`config.mk`:
```
export PLATFORM = sky130hd
export DESIGN_NAME = lvds_frame_rx
export DESIGN_NICKNAME = d
export VERILOG_FILES = /design/src/rtl/lvds_frame_rx.sv
export SDC_FILE = /design/constraint.sdc
export NUM_CORES = 1
export LEC_CHECK = 0
export BUFFER_PORTS_ARGS = -buffer_cell sky130_fd_sc_hd__buf_2
export CAP_MARGIN = 0
export CORE_ASPECT_RATIO = 0.75
export CORE_UTILIZATION = 45
export CTS_CLUSTER_DIAMETER = 200
export DETAILED_ROUTE_END_ITERATION = 10
export GPL_ROUTABILITY_DRIVEN = 0
export SLEW_MARGIN = 20
export SYNTH_ARGS = -nofsm -noshare
export SYNTH_HDL_FRONTEND = slang
export SYNTH_SLANG_ARGS = --single-unit
```
`constraint.sdc`:
```
create_clock -name clk -period 13.6 [get_ports clk]
set_input_delay 2.04 -clock clk [delete_from_list [all_inputs] [get_ports clk]]
set_output_delay 2.04 -clock clk [all_outputs]
set_load 0.03 [all_outputs]
```
`src/rtl/lvds_frame_rx.sv`:
```
// LVDS frame receiver: locks onto the frame-strobe cadence and streams whole frames out over AXI-Stream via an FWFT FIFO.
// Optional feature macro RX_TWOS_COMP_EN: invert the sample MSB (offset-binary -> two's complement) on the way into the FIFO.
module lvds_frame_rx #(
  parameter int DATA_W     = 12,
  parameter int FRAME_LEN  = 16,
  parameter int LOCK_CNT   = 3,
  parameter int FIFO_DEPTH = 32
) (
  input  logic              clk,
  input  logic              rst_n,
  input  logic [DATA_W-1:0] rx_data,
  input  logic              rx_strobe,
  output logic [DATA_W-1:0] m_axis_tdata,
  output logic              m_axis_tvalid,
  input  logic              m_axis_tready,
  output logic              m_axis_tlast,
  output logic              m_axis_tuser,
  output logic              locked,
  output logic [15:0]       err_cnt,
  output logic [15:0]       drop_cnt
);

  localparam int BEAT_W  = $clog2(FRAME_LEN);
  localparam int GOOD_W  = $clog2(LOCK_CNT + 1);
  localparam int ADDR_W  = $clog2(FIFO_DEPTH);
  localparam int PTR_W   = ADDR_W + 1;
  localparam int ENTRY_W = DATA_W + 2;

  typedef enum logic [1:0] {
    ST_HUNT   = 2'd0,
    ST_VERIFY = 2'd1,
    ST_SYNC   = 2'd2
  } state_e;

  state_e              state_q, state_d;
  logic [DATA_W-1:0]   data_q, data_d;
  logic                strobe_q, strobe_d;
  logic [BEAT_W-1:0]   beat_q, beat_d, beat_next;
  logic [GOOD_W-1:0]   good_q, good_d, good_inc;
  logic                accept_q, accept_d;
  logic [15:0]         err_q, err_d;
  logic [15:0]         drop_q, drop_d;
  logic [PTR_W-1:0]    wr_ptr_q, wr_ptr_d;
  logic [PTR_W-1:0]    rd_ptr_q, rd_ptr_d;
  logic [ENTRY_W-1:0]  mem_q [FIFO_DEPTH];

  logic                frame_start, err_inc, drop_inc;
  logic                push, push_last, push_user, wr_en, pop;
  logic [DATA_W-1:0]   sample;
  logic [PTR_W-1:0]    fifo_cnt, fifo_free;
  logic                fifo_empty, fifo_full;
  logic [ENTRY_W-1:0]  rd_word;

  assign fifo_cnt   = wr_ptr_q - rd_ptr_q;
  assign fifo_free  = PTR_W'(FIFO_DEPTH) - fifo_cnt;
  assign fifo_empty = (fifo_cnt == '0);
  assign fifo_full  = fifo_cnt[ADDR_W];
  assign beat_next  = (beat_q == BEAT_W'(FRAME_LEN - 1)) ? '0 : beat_q + 1'b1;
  assign good_inc   = good_q + 1'b1;

`ifdef RX_TWOS_COMP_EN
  assign sample = {~data_q[DATA_W-1], data_q[DATA_W-2:0]};
`else
  assign sample = data_q;
`endif

  always_comb begin
    // NOTE: every variable gets its default before the case so no path can infer a latch.
    data_d      = rx_data;
    strobe_d    = rx_strobe;
    state_d     = state_q;
    beat_d      = beat_q;
    good_d      = good_q;
    accept_d    = accept_q;
    frame_start = 1'b0;
    err_inc     = 1'b0;
    drop_inc    = 1'b0;
    push        = 1'b0;
    push_last   = 1'b0;
    push_user   = 1'b0;

    case (state_q)
      ST_HUNT: begin
        if (strobe_q) begin
          state_d = ST_VERIFY;
          beat_d  = BEAT_W'(1);
          good_d  = GOOD_W'(1);
        end
      end
      ST_VERIFY: begin
        beat_d = beat_next;
        if (beat_q == '0) begin
          if (!strobe_q) begin
            state_d = ST_HUNT;
          end else begin
            good_d = good_inc;
            if (good_inc == GOOD_W'(LOCK_CNT)) begin
              state_d     = ST_SYNC;
              frame_start = 1'b1;
            end
          end
        end else if (strobe_q) begin
          beat_d = BEAT_W'(1);
          good_d = GOOD_W'(1);
        end
      end
      ST_SYNC: begin
        beat_d = beat_next;
        if (beat_q == '0) begin
          if (strobe_q) begin
            frame_start = 1'b1;
          end else begin
            err_inc = 1'b1;
            state_d = ST_HUNT;
          end
        end else if (strobe_q) begin
          // Misplaced strobe truncates the current frame and restarts verification from here.
          push      = accept_q;
          push_last = 1'b1;
          push_user = 1'b1;
          err_inc   = 1'b1;
          state_d   = ST_VERIFY;
          beat_d    = BEAT_W'(1);
          good_d    = GOOD_W'(1);
        end else begin
          push      = accept_q;
          push_last = (beat_q == BEAT_W'(FRAME_LEN - 1));
        end
      end
      default: state_d = ST_HUNT;
    endcase

    // Whole-frame admission: a frame enters only if all of it is guaranteed to fit.
    if (frame_start) begin
      if (fifo_free >= PTR_W'(FRAME_LEN)) begin
        accept_d = 1'b1;
        push     = 1'b1;
      end else begin
        accept_d = 1'b0;
        drop_inc = 1'b1;
      end
    end

    err_d  = (err_inc  && err_q  != 16'hFFFF) ? err_q  + 16'd1 : err_q;
    drop_d = (drop_inc && drop_q != 16'hFFFF) ? drop_q + 16'd1 : drop_q;

    pop      = !fifo_empty && m_axis_tready;
    wr_en    = push && (!fifo_full || pop);
    wr_ptr_d = wr_ptr_q + PTR_W'(wr_en);
    rd_ptr_d = rd_ptr_q + PTR_W'(pop);
  end

  // NOTE: sequential state uses non-blocking assignments so every flop samples pre-edge values.
  always_ff @(posedge clk) begin
    if (!rst_n) begin
      state_q  <= ST_HUNT;
      data_q   <= '0;
      strobe_q <= 1'b0;
      beat_q   <= '0;
      good_q   <= '0;
      accept_q <= 1'b0;
      err_q    <= '0;
      drop_q   <= '0;
      wr_ptr_q <= '0;
      rd_ptr_q <= '0;
    end else begin
      state_q  <= state_d;
      data_q   <= data_d;
      strobe_q <= strobe_d;
      beat_q   <= beat_d;
      good_q   <= good_d;
      accept_q <= accept_d;
      err_q    <= err_d;
      drop_q   <= drop_d;
      wr_ptr_q <= wr_ptr_d;
      rd_ptr_q <= rd_ptr_d;
    end
  end

  // NOTE: FIFO storage is not reset; the pointers alone define what is valid, and outputs are gated while empty.
  always_ff @(posedge clk) begin
    if (wr_en) mem_q[wr_ptr_q[ADDR_W-1:0]] <= {push_user, push_last, sample};
  end

  assign rd_word       = mem_q[rd_ptr_q[ADDR_W-1:0]];
  assign m_axis_tvalid = !fifo_empty;
  assign m_axis_tdata  = fifo_empty ? '0 : rd_word[DATA_W-1:0];
  assign m_axis_tlast  = fifo_empty ? 1'b0 : rd_word[DATA_W];
  assign m_axis_tuser  = fifo_empty ? 1'b0 : rd_word[DATA_W+1];
  assign locked        = (state_q == ST_SYNC);
  assign err_cnt       = err_q;
  assign drop_cnt      = drop_q;

endmodule

```
==> impl_results.md, run 1 <==
* Synth Cell Area at 20700 µm²
* Final min period at 6.53 ns
* Post-synthesis sequential area ratio at 0.712
* Crit. End Element: primary output
* Worst Hold Class: reg -> reg
* Clock Power Share at 0.354
* Final setup vio count at 0
* Syn-to-layout area delta at 14.1%
* Grt ovf at 0
* CTS tree: yes
* Slew HR at 0.277
* Max cap viols at 0
* Clk buf depth at 3
* Die Y-Extent at 188 µm
* FP Rows at 67
* Share of power burned in registers at 0.469
* # port buffers at 63
* Worst Path Max Fanout at 44
* P_sw at 0.998 mW
* CP endpoint: m_axis_tuser
* ANT cells at 0
* Via count at 10666
* Dpl ws at 7.45 ns
* CP required at 11.56 ns
* Top_reg_cell synth: edfxtp_1
* Worst clock skew at 0.0232 ns
* Endpoints failing hold at 0
* Post-layout instance area at 23700 µm²
* DRC at 0
* Antenna violations before repair at 0
* Die X at 250 µm
* Area post-placement at 22100 µm²
* Post-CTS Setup Inserts at 0
* Worst-skew pair later-pin latency at 0.58 ns
* Final setup margin at 7.07 ns
* Drt via density at 5.80
* Leakage at 7.96 nW
* DP HPWL at 26200 µm
* Max VDD drop at 0.112 mV
* Mapped Cells at 1117
* Worst path max stage delay at 0.86 ns
* Final core utilization at 0.525
* I/O pin count at 64
* Pwr Density at 161 nW/µm²
* Final Max Tran Viols at 0
* Number of flops mapped to enable cells by yosys at 448
* Initial Util at 0.460
* Number of global-route vias before repair at 10786
* Outcome: complete, no violations
* Post-synth net total at 1154
* Sw frac at 0.262
* H-tree depth at 2
* Startpoint types: register
* CTS buffer count at 49
* Reg2reg start: rd_ptr_q[0]$_SDFF_PN0_
* Antenna Nets Post-Route at 0
* Fillers at 3619
* Total die area at 47000 µm²
* WL final at 46100 µm
* Worst hold stages at 2
* Clock transition at path regs at 0.06 ns
* Avg WL per Cell at 25.1 µm
* Fin crit share at 0.480
* CP arrival at 4.49 ns
* Setup TNS at 0 ns
* Worst-margin pin slew at 1.08 ns
* Ratio of cells with drive above 1 in the final layout at 0.305
* Nets at 1250
* Final hold slack at 0.449 ns
* CTS Hold Bufs at 0
* Synthesized flop and latch total at 514
* Asr flop ratio synth at 0
* Critical path's slowest cell: dfxtp_4
* Root buffer cell: clkbuf_16
* Kind of critical path: reg -> out
* Total GRT Usage at 0.201
* F_max at 0.153 GHz
* Netlist cell types at 55
* First-pass GRT wire length at 69400 µm
* Critical Path Source: rd_ptr_q[0]$_SDFF_PN0_
* End of the worst register-to-register path: mem_q[4][7]$_DFFE_PP_
* Iteration-0 DRC Markers at 866
* Number of clock sinks at 514
* Core area at 45100 µm²
* CTS-repair resized insts at 0
* Reg2reg setup slack at 8.69 ns
* Logic pwr share at 0.178
* Mean Syn Cell Area at 18.6 µm²
* CP cell instances: buf_4 > buf_4 > mux4_2 > mux4_2 > nand2_1 > a21oi_1 > buf_2
* Detailed Routing Iterations Pass 1 at 5
* Largest net degree at the start of global routing at 70
* R2r worst-path depth at 11
* Cell Int Power at 2.81 mW
* YS warnings at 0
* RSZ-0062 raised after global routing: no
stage by stage:
step / power, mW / cells
floorplan: 2.32 / 1117
global placement: 2.49 / 1746
detailed placement: 2.51 / 1748
CTS: 3.85 / 1839
global route: 3.95 / 1839
finish: 3.81 / 1839
synth_stat cells (2+ instances only):
cell	n	area, µm²
a211oi_1	2	15.0
a21oi_1	29	145
a21oi_2	10	87.6
a31oi_1	2	12.5
and2_1	24	150
and3_1	8	50.1
and4_1	2	17.5
buf_1	4	15.0
buf_2	16	80.1
buf_4	2	15.0
buf_6	5	56.3
clkbuf_1	35	131
dfxtp_1	66	1320
edfxtp_1	448	13500
ha_1	20	250
inv_1	18	67.6
mux2i_1	18	180
mux4_2	140	3150
nand2_1	68	255
nand2b_1	15	93.8
nand3_1	10	50.1
nand3b_1	2	15.0
nand4_1	22	138
nor2_1	36	135
nor2b_1	6	37.5
nor3_1	6	30.0
nor4_1	27	169
nor4b_1	8	70.1
o211ai_1	3	22.5
o21ai_0	10	50.1
or2_2	3	18.8
or3_1	5	31.3
or4_1	2	15.0
xnor2_1	15	131
xor2_1	10	87.6
sequential cells by signal, indices dropped and copies added, names as in the netlist:
name      count
accept_q      1
beat_q        4
data_q       12
drop_cnt     16
err_cnt      16
good_q        2
mem_q       448
rd_ptr_q      6
state_q       2
strobe_q      1
wr_ptr_q      6
worst min path at each step:
stage | from | slack [ns] | to
2_1_floorplan | accept_q$_SDFFE_PN0P_ | 0.43 | accept_q$_SDFFE_PN0P_
3_3_place_gp | accept_q$_SDFFE_PN0P_ | 0.44 | accept_q$_SDFFE_PN0P_
3_5_place_dp | accept_q$_SDFFE_PN0P_ | 0.44 | accept_q$_SDFFE_PN0P_
4_1_cts | accept_q$_SDFFE_PN0P_ | 0.45 | accept_q$_SDFFE_PN0P_
5_1_grt | accept_q$_SDFFE_PN0P_ | 0.47 | accept_q$_SDFFE_PN0P_
6_report | accept_q$_SDFFE_PN0P_ | 0.45 | accept_q$_SDFFE_PN0P_
per-layer routing:
metal / GRT usage / vias to the layer above / wire length [µm]
li1: - / 4685 / -
met1: 0.305 / 5576 / 21100
met2: 0.303 / 348 / 20900
met3: 0.0379 / 57 / 3380
met4: 0.0455 / 0 / 782
met5: 0 / - / 0
worst max-delay path, delay by kind of cell, from the launching register on:
family | cells | cell delay [ns]
buffers and inverters | 3 | 1.72
multiplexers | 2 | 1.06
flip-flops | 1 | 0.86
AND/OR/NAND/NOR | 1 | 0.13
AO/OA/AOI/OAI | 1 | 0.10
power groups by stage:
stage / clock network (mW) / logic [mW] / registers (mW)
6_report: 1.35 / 0.677 / 1.78
3_3_place_gp: 0 / 0.668 / 1.82
4_1_cts: 1.38 / 0.688 / 1.79
2_1_floorplan: 0 / 0.559 / 1.76
3_5_place_dp: 0 / 0.687 / 1.82
5_1_grt: 1.44 / 0.723 / 1.79
cell families (layout without fill, tap and decap cells):
logic type,count (synthesis),count (layout),share of synthesized area
XOR/XNOR,25,25,0.0106
buffers and inverters,82,218,0.0180
AND/OR/NAND/NOR,248,248,0.0631
flip-flops,514,514,0.712
multiplexers,159,159,0.161
adder cells (fa/ha/maj),21,21,0.0130
AO/OA/AOI/OAI,68,68,0.0221
placed cells by master, fill, tap and decap left out, drive strengths merged, types with 3 or more instances in the layout:
cell and instances:
xor2 10, nand2b 15, nor4b 8, or2 4, bufinv 5, o211ai 3
nand3 10, nand2 68, edfxtp 448, o21ai 10, nor2b 6, nor2 36
nor4 27, or3 5, clkinv 20, xnor2 15, nand4 22, a31oi 3
mux2i 18, inv 21, a21oi 40, buf 107, clkbuf 64, and2 24
and3 8, ha 20, dfxtp 66, mux4 140, nor3 6
area by class of cell:
type | instances | area (µm²) | area share
sequential | 514 | 14800 | 0.624
tap | 586 | 733 | 0.0310
clock buffer | 64 | 1310 | 0.0554
clock inverter | 27 | 264 | 0.0111
multi-input combinational | 521 | 5820 | 0.246
timing repair buffer | 107 | 686 | 0.0290
inverter | 20 | 75.1 | 0.00317
(Power assumes the default switching activity.)
==> run 2: changes to the inputs <==
==> constraint.sdc (replaced) <==
create_clock -name clk -period 5.8 [get_ports clk]
set_input_delay 0.87 -clock clk [delete_from_list [all_inputs] [get_ports clk]]
set_output_delay 0.87 -clock clk [all_outputs]
set_load 0.03 [all_outputs]
==> run 2 against run 1 <==
Via count shrank 0.29%. Worst setup slack got worse by 6.1 ns. Hold slack lost 0.0017 ns. Global-route usage fell by 0.073 points. Die area unchanged. Sequential share of layout area down 0.18 points. First-iteration DRC count is 3.8% higher. Highest routed layer unchanged.
==> impl_results.md, run 2 (synthesis gave the netlist of run 1 again) <==
* Slew HR at 0.308 (+0.0305)
* Detailed Routing Iterations Pass 1 at 5 (unchanged)
* First-pass GRT wire length at 69400 µm (about the same)
* CP required at 4.93 ns (-6.63 ns)
* RSZ-0062 raised after global routing: no
* Final min period at 4.82 ns
* Critical Path Source: rd_ptr_q[1]$_SDFF_PN0_
* Drt via density at 5.75 (-0.78%)
* Die X at 250 µm (unchanged)
* WL final at 46100 µm (-0.12%)
* Hold Crit Start: accept_q$_SDFFE_PN0P_
* Antenna violations before repair at 1 (+1)
* CP arrival at 3.95 ns (-0.54 ns)
* Leakage at 8.01 nW (+0.59%)
* DRC at 0 (unchanged)
* Outcome: complete, no violations
* Max cap viols at 0 (unchanged)
* CTS Hold Bufs at 0 (unchanged)
* Reg2reg start: rd_ptr_q[4]$_SDFF_PN0_
* Total GRT Usage at 0.200 (-0.000733)
* Avg WL per Cell at 24.9 µm (-0.61%)
* I/O pin count at 64 (unchanged)
* Worst-skew pair later-pin latency at 0.57 ns (about the same)
* Total power at 9.03 mW (+140%)
* Grt ovf at 0 (unchanged)
* Core area at 45100 µm² (unchanged)
* Nets at 1261 (+0.88%)
* CTS-repair resized insts at 0 (unchanged)
* Total die area at 47000 µm² (unchanged)
* Iteration-0 DRC Markers at 899 (+3.8%)
* Worst clock skew at 0.0159 ns (-0.00722 ns)
* Max FFs per register at 448 (unchanged)
* Fin crit share at 0.831
* Via count at 10635 (-0.29%)
* FP Rows at 67 (unchanged)
* DP HPWL at 27800 µm (+6.2%)
* Most common cell after layout, fill and taps aside: edfxtp_1
* Endpoints failing hold at 0 (unchanged)
* Clock transition at path regs at 0.06 ns (about the same)
* Setup TNS at 0 ns (unchanged)
* Root buffer cell: clkbuf_16
* Number of clock sinks at 514 (unchanged)
* Die Y-Extent at 188 µm (unchanged)
* Clk buf depth at 3 (unchanged)
* Crit. End Element: primary output
* F_max at 0.207 GHz
* Syn-to-layout area delta at 14.5%
* Initial Util at 0.460 (unchanged)
* Final Max Tran Viols at 0 (unchanged)
* Worst Path Max Fanout at 66 (+50%)
* Post-CTS Setup Inserts at 0 (unchanged)
* CTS buffer count at 49 (unchanged)
* Ratio of cells with drive above 1 in the final layout at 0.317 (+0.0121)
* Final setup vio count at 0 (unchanged)
* Number of global-route vias before repair at 10635 (-1.4%)
* Largest net degree at the start of global routing at 114 (+63%)
* CTS tree: yes
* Worst Hold Class: reg -> reg
* Max VDD drop at 0.350 mV (+210%)
* Startpoint types: register
* Antenna Nets Post-Route at 0 (unchanged)
* Worst-margin pin slew at 1.04 ns (-0.0443 ns)
* Kind of critical path: reg -> out
* Pwr Density at 380 nW/µm² (+140%)
* # port buffers at 63 (unchanged)
* ANT cells at 0 (unchanged)
* Most frequent cells in the layout: edfxtp_1 (448), mux4_2 (140), nand2_1 (68)
* Reg2reg setup slack at 1.05 ns (-7.64 ns)
* H-tree depth at 2 (unchanged)
==> run 2: worst max-delay path: stages, from the launching register on <==
cell     delay (ns)
dfxtp_4        0.34
buf_4          0.61
buf_4          0.89
mux4_2         0.47
mux4_2         0.55
nand2_1        0.12
a21oi_1        0.11
buf_2          0.20
==> run 2: area by class of cell <==
class / instances / area [µm²]
fillers: 3604 / 21300
flip-flops and latches: 514 / 14800
multi-input cells: 521 / 5820
clock buffers: 58 / 1310
repair buffers: 118 / 741
well taps: 586 / 733
clock inverters: 31 / 288
inverters: 20 / 75.1
==> run 2: worst paths after layout <==
kind | to | cells past startpoint
max reg2reg | wr_ptr_q[4]$_SDFF_PN0_ | 16
max | m_axis_tdata[7] | 7
min | accept_q$_SDFFE_PN0P_ | 2
min reg2reg | accept_q$_SDFFE_PN0P_ | 2
==> run 2: stage by stage <==
stage	util	area, µm²	hold WS [ns]	instances	worst slack [ns]
floorplan	-	20700	0.427	1117	1.15
global placement	0.491	22200	0.440	1759	1.19
detailed placement	0.491	22200	0.443	1759	1.13
CTS	0.527	23800	0.451	1848	0.885
global route	0.527	23800	0.482	1848	0.769
finish	0.527	23800	0.447	1848	0.979
==> run 2: per-layer routing <==
layer  global-route usage  share of wire  up-vias
met2                0.294           0.45      303
met1                0.312           0.47     5563
li1                     -              -     4701
met4               0.0477          0.019        0
met3               0.0333          0.061       68
met5                    0              0        -
==> run 2: power by group <==
| part | switching, mW | internal [mW] |
|---|---|---|
| sequential | 0.0255 | 4.02 |
| combinational | 1.03 | 0.754 |
| clock | 1.36 | 1.84 |
==> run 3: changes to the inputs <==
==> constraint.sdc (replaced) <==
create_clock -name clk -period 3.85 [get_ports clk]
set_input_delay 0.5775 -clock clk [delete_from_list [all_inputs] [get_ports clk]]
set_output_delay 0.5775 -clock clk [all_outputs]
set_load 0.03 [all_outputs]
==> run 3 against run 2 <==
Hold slack got worse by 0.23 ns. Largest power group unchanged. Count of clock-buffer cells in the layout rose by 5. Highest routed layer is now met5. Clock skew grew 0.0066 ns.
==> impl_results.md, run 3 (synthesis gave the netlist of run 1 again) <==
* CP arrival at 3.17 ns (-0.78 ns)
* Total GRT Usage at 0.208 (+0.00760)
* Antenna violations before repair at 4 (+3)
* Die X at 250 µm (unchanged)
* Fin crit share at 0.974
* Fillers at 3523 (-2.2%)
* CTS tree: yes
* H-tree depth at 2 (unchanged)
* Area occupied by registers at 14800 µm² (about the same)
* First-pass GRT wire length at 71500 µm (+3.0%)
* Final core utilization at 0.538 (+0.0117)
* Cells after DPL at 1765 (+0.34%)
* R2r worst-path depth at 13 (-3)
* Nets at 1273 (+0.95%)
* Initial Util at 0.460 (unchanged)
* Startpoint types: register
* Number of global-route vias before repair at 10845 (+2.0%)
* Drt via density at 5.87 (+2.0%)
* Worst Hold Class: in -> reg
* Slew HR at 0.358 (+0.0506)
* Root buffer cell: clkbuf_16
* Fin cells at 1863 (+0.81%)
* WL final at 48500 µm (+5.2%)
* Die Y-Extent at 188 µm (unchanged)
* Antenna Nets Post-Route at 0 (unchanged)
* Via count at 10940 (+2.9%)
* Worst Path Max Fanout at 8 (-88%)
* Pwr Density at 576 nW/µm² (+51%)
* Worst-margin pin slew at 0.963 ns (-0.0759 ns)
* Clk buf depth at 3 (unchanged)
* Final setup vio count at 0 (unchanged)
* Endpoints failing hold at 0 (unchanged)
* DP HPWL at 28400 µm (+2.0%)
* Syn-to-layout area delta at 17.0%
* Detailed Routing Iterations Pass 1 at 4 (-1)
* I/O pin count at 64 (unchanged)
* Post-layout instance area at 24300 µm² (+2.2%)
* End of the worst register-to-register path: mem_q[9][2]$_DFFE_PP_
* F_max at 0.267 GHz
* Reg2reg start: wr_ptr_q[0]$_SDFF_PN0_
* Worst clock skew at 0.0225 ns (+0.00657 ns)
* Core area at 45100 µm² (unchanged)
* Critical Path Source: wr_ptr_q[0]$_SDFF_PN0_
* Avg WL per Cell at 26.0 µm (+4.3%)
* Iteration-0 DRC Markers at 930 (+3.4%)
* Outcome: complete, no violations
* Grt ovf at 0 (unchanged)
* # port buffers at 63 (unchanged)
* Final Max Tran Viols at 0 (unchanged)
* Total power at 14.0 mW (+55%)
* Final min period at 3.75 ns
* Setup TNS at 0 ns (unchanged)
* DRC at 0 (unchanged)
* Reg2reg setup slack at 0.33 ns (-0.72 ns)
* Number of clock sinks at 514 (unchanged)
* FP Rows at 67 (unchanged)
* Max FFs per register at 448 (unchanged)
* Total die area at 47000 µm² (unchanged)
* Clock transition at path regs at 0.06 ns (about the same)
* Most frequent cells in the layout: edfxtp_1 (448), mux4_2 (140), nand2_1 (68)
* Ratio of cells with drive above 1 in the final layout at 0.322 (+0.00514)
* Largest net degree at the start of global routing at 116 (+1.8%)
* CTS Hold Bufs at 0 (unchanged)
* Area post-placement at 22600 µm² (+1.8%)
* Crit. End Element: primary output
* Leakage at 8.16 nW (+1.9%)
* Max VDD drop at 0.437 mV (+25%)
* CP required at 3.27 ns (-1.66 ns)
* CP endpoint: m_axis_tdata[2]
* Kind of critical path: reg -> out
* Worst-skew pair later-pin latency at 0.58 ns (about the same)
* CTS buffer count at 50 (+2.0%)
* Max cap viols at 0 (unchanged)
* Most common cell after layout, fill and taps aside: edfxtp_1
* Multi-input gate area at 6120 µm² (+5.3%)
[run 3: changes by cell type in the layout (fill, tap and decap cells not counted), moves of 4 or more]
| cell | before | now |
|---|---|---|
| a21oi_1 | 29 | 25 |
| a21oi_2 | 9 | 13 |
| buf_12 | 1 | 5 |
| clkbuf_1 | 5 | 12 |
| clkinv_1 | 8 | 15 |
| clkinv_2 | 16 | 5 |
| dfxtp_1 | 58 | 52 |
| dfxtp_2 | 6 | 12 |
| nor4_2 | 25 | 0 |
| nor4_4 | 0 | 25 |
| nor4b_2 | 8 | 0 |
| nor4b_4 | 0 | 8 |
[run 3: per-stage QoR]
stage / hold WS (ns) / setup WS [ns]
6_report: 0.214 / 0.0985
2_1_floorplan: 0.427 / 0.0491
3_5_place_dp: 0.451 / 0.343
5_1_grt: 0.206 / -0.0147
3_3_place_gp: 0.437 / 0.379
4_1_cts: 0.179 / 0.0330
[run 3: metal layers]
layer / vias up / global-route usage / wire length [µm]
li1: 4740 / - / -
met1: 5726 / 0.330 / 22900
met2: 413 / 0.295 / 20600
met3: 59 / 0.0437 / 4110
met4: 2 / 0.0432 / 768
met5: - / 0 / 12
[run 3: how the worst min path moves through the flow]
stage | start | to | slack, ns | depth (start not counted)
2_1_floorplan | accept_q$_SDFFE_PN0P_ | accept_q$_SDFFE_PN0P_ | 0.43 | 2
3_3_place_gp | accept_q$_SDFFE_PN0P_ | accept_q$_SDFFE_PN0P_ | 0.44 | 2
3_5_place_dp | accept_q$_SDFFE_PN0P_ | accept_q$_SDFFE_PN0P_ | 0.45 | 2
4_1_cts | rx_data[10] | data_q[10]$_SDFF_PN0_ | 0.18 | 2
5_1_grt | rx_data[10] | data_q[10]$_SDFF_PN0_ | 0.21 | 2
6_report | rx_data[10] | data_q[10]$_SDFF_PN0_ | 0.21 | 2
[run 3: area by class of cell]
cell class / instances / area share
antenna: 1 / 0.000103
clock buffer: 63 / 0.0544
clock inverter: 29 / 0.0119
inverter: 20 / 0.00309
multi-input combinational: 521 / 0.252
sequential: 514 / 0.609
tap: 586 / 0.0302
timing repair buffer: 129 / 0.0388
[run 3: where the power goes]
part	switching, mW	internal, mW
clock	2.04	2.77
sequential	0.0662	6.06
combinational	1.73	1.32
[run 3: critical path, stage by stage, from the launching register on]
cell       delay (ns)
dfxtp_2          0.34
inv_1            0.06
ha_1             0.16
inv_1            0.05
fa_1             0.40
xnor2_1          0.16
and3_1           0.18
mux2i_1          0.28
nor4_4           0.11
clkbuf_16        0.20
a21oi_1          0.37
buf_2            0.29
[run 3: timing repair]
item | in CTS | in global routing
endpoints found under the setup margin | 14 | 5
buffers inserted | 0 | 3
pin swaps | 0 | 2
cloned | 1 | 1
resized for setup | 1 | 11
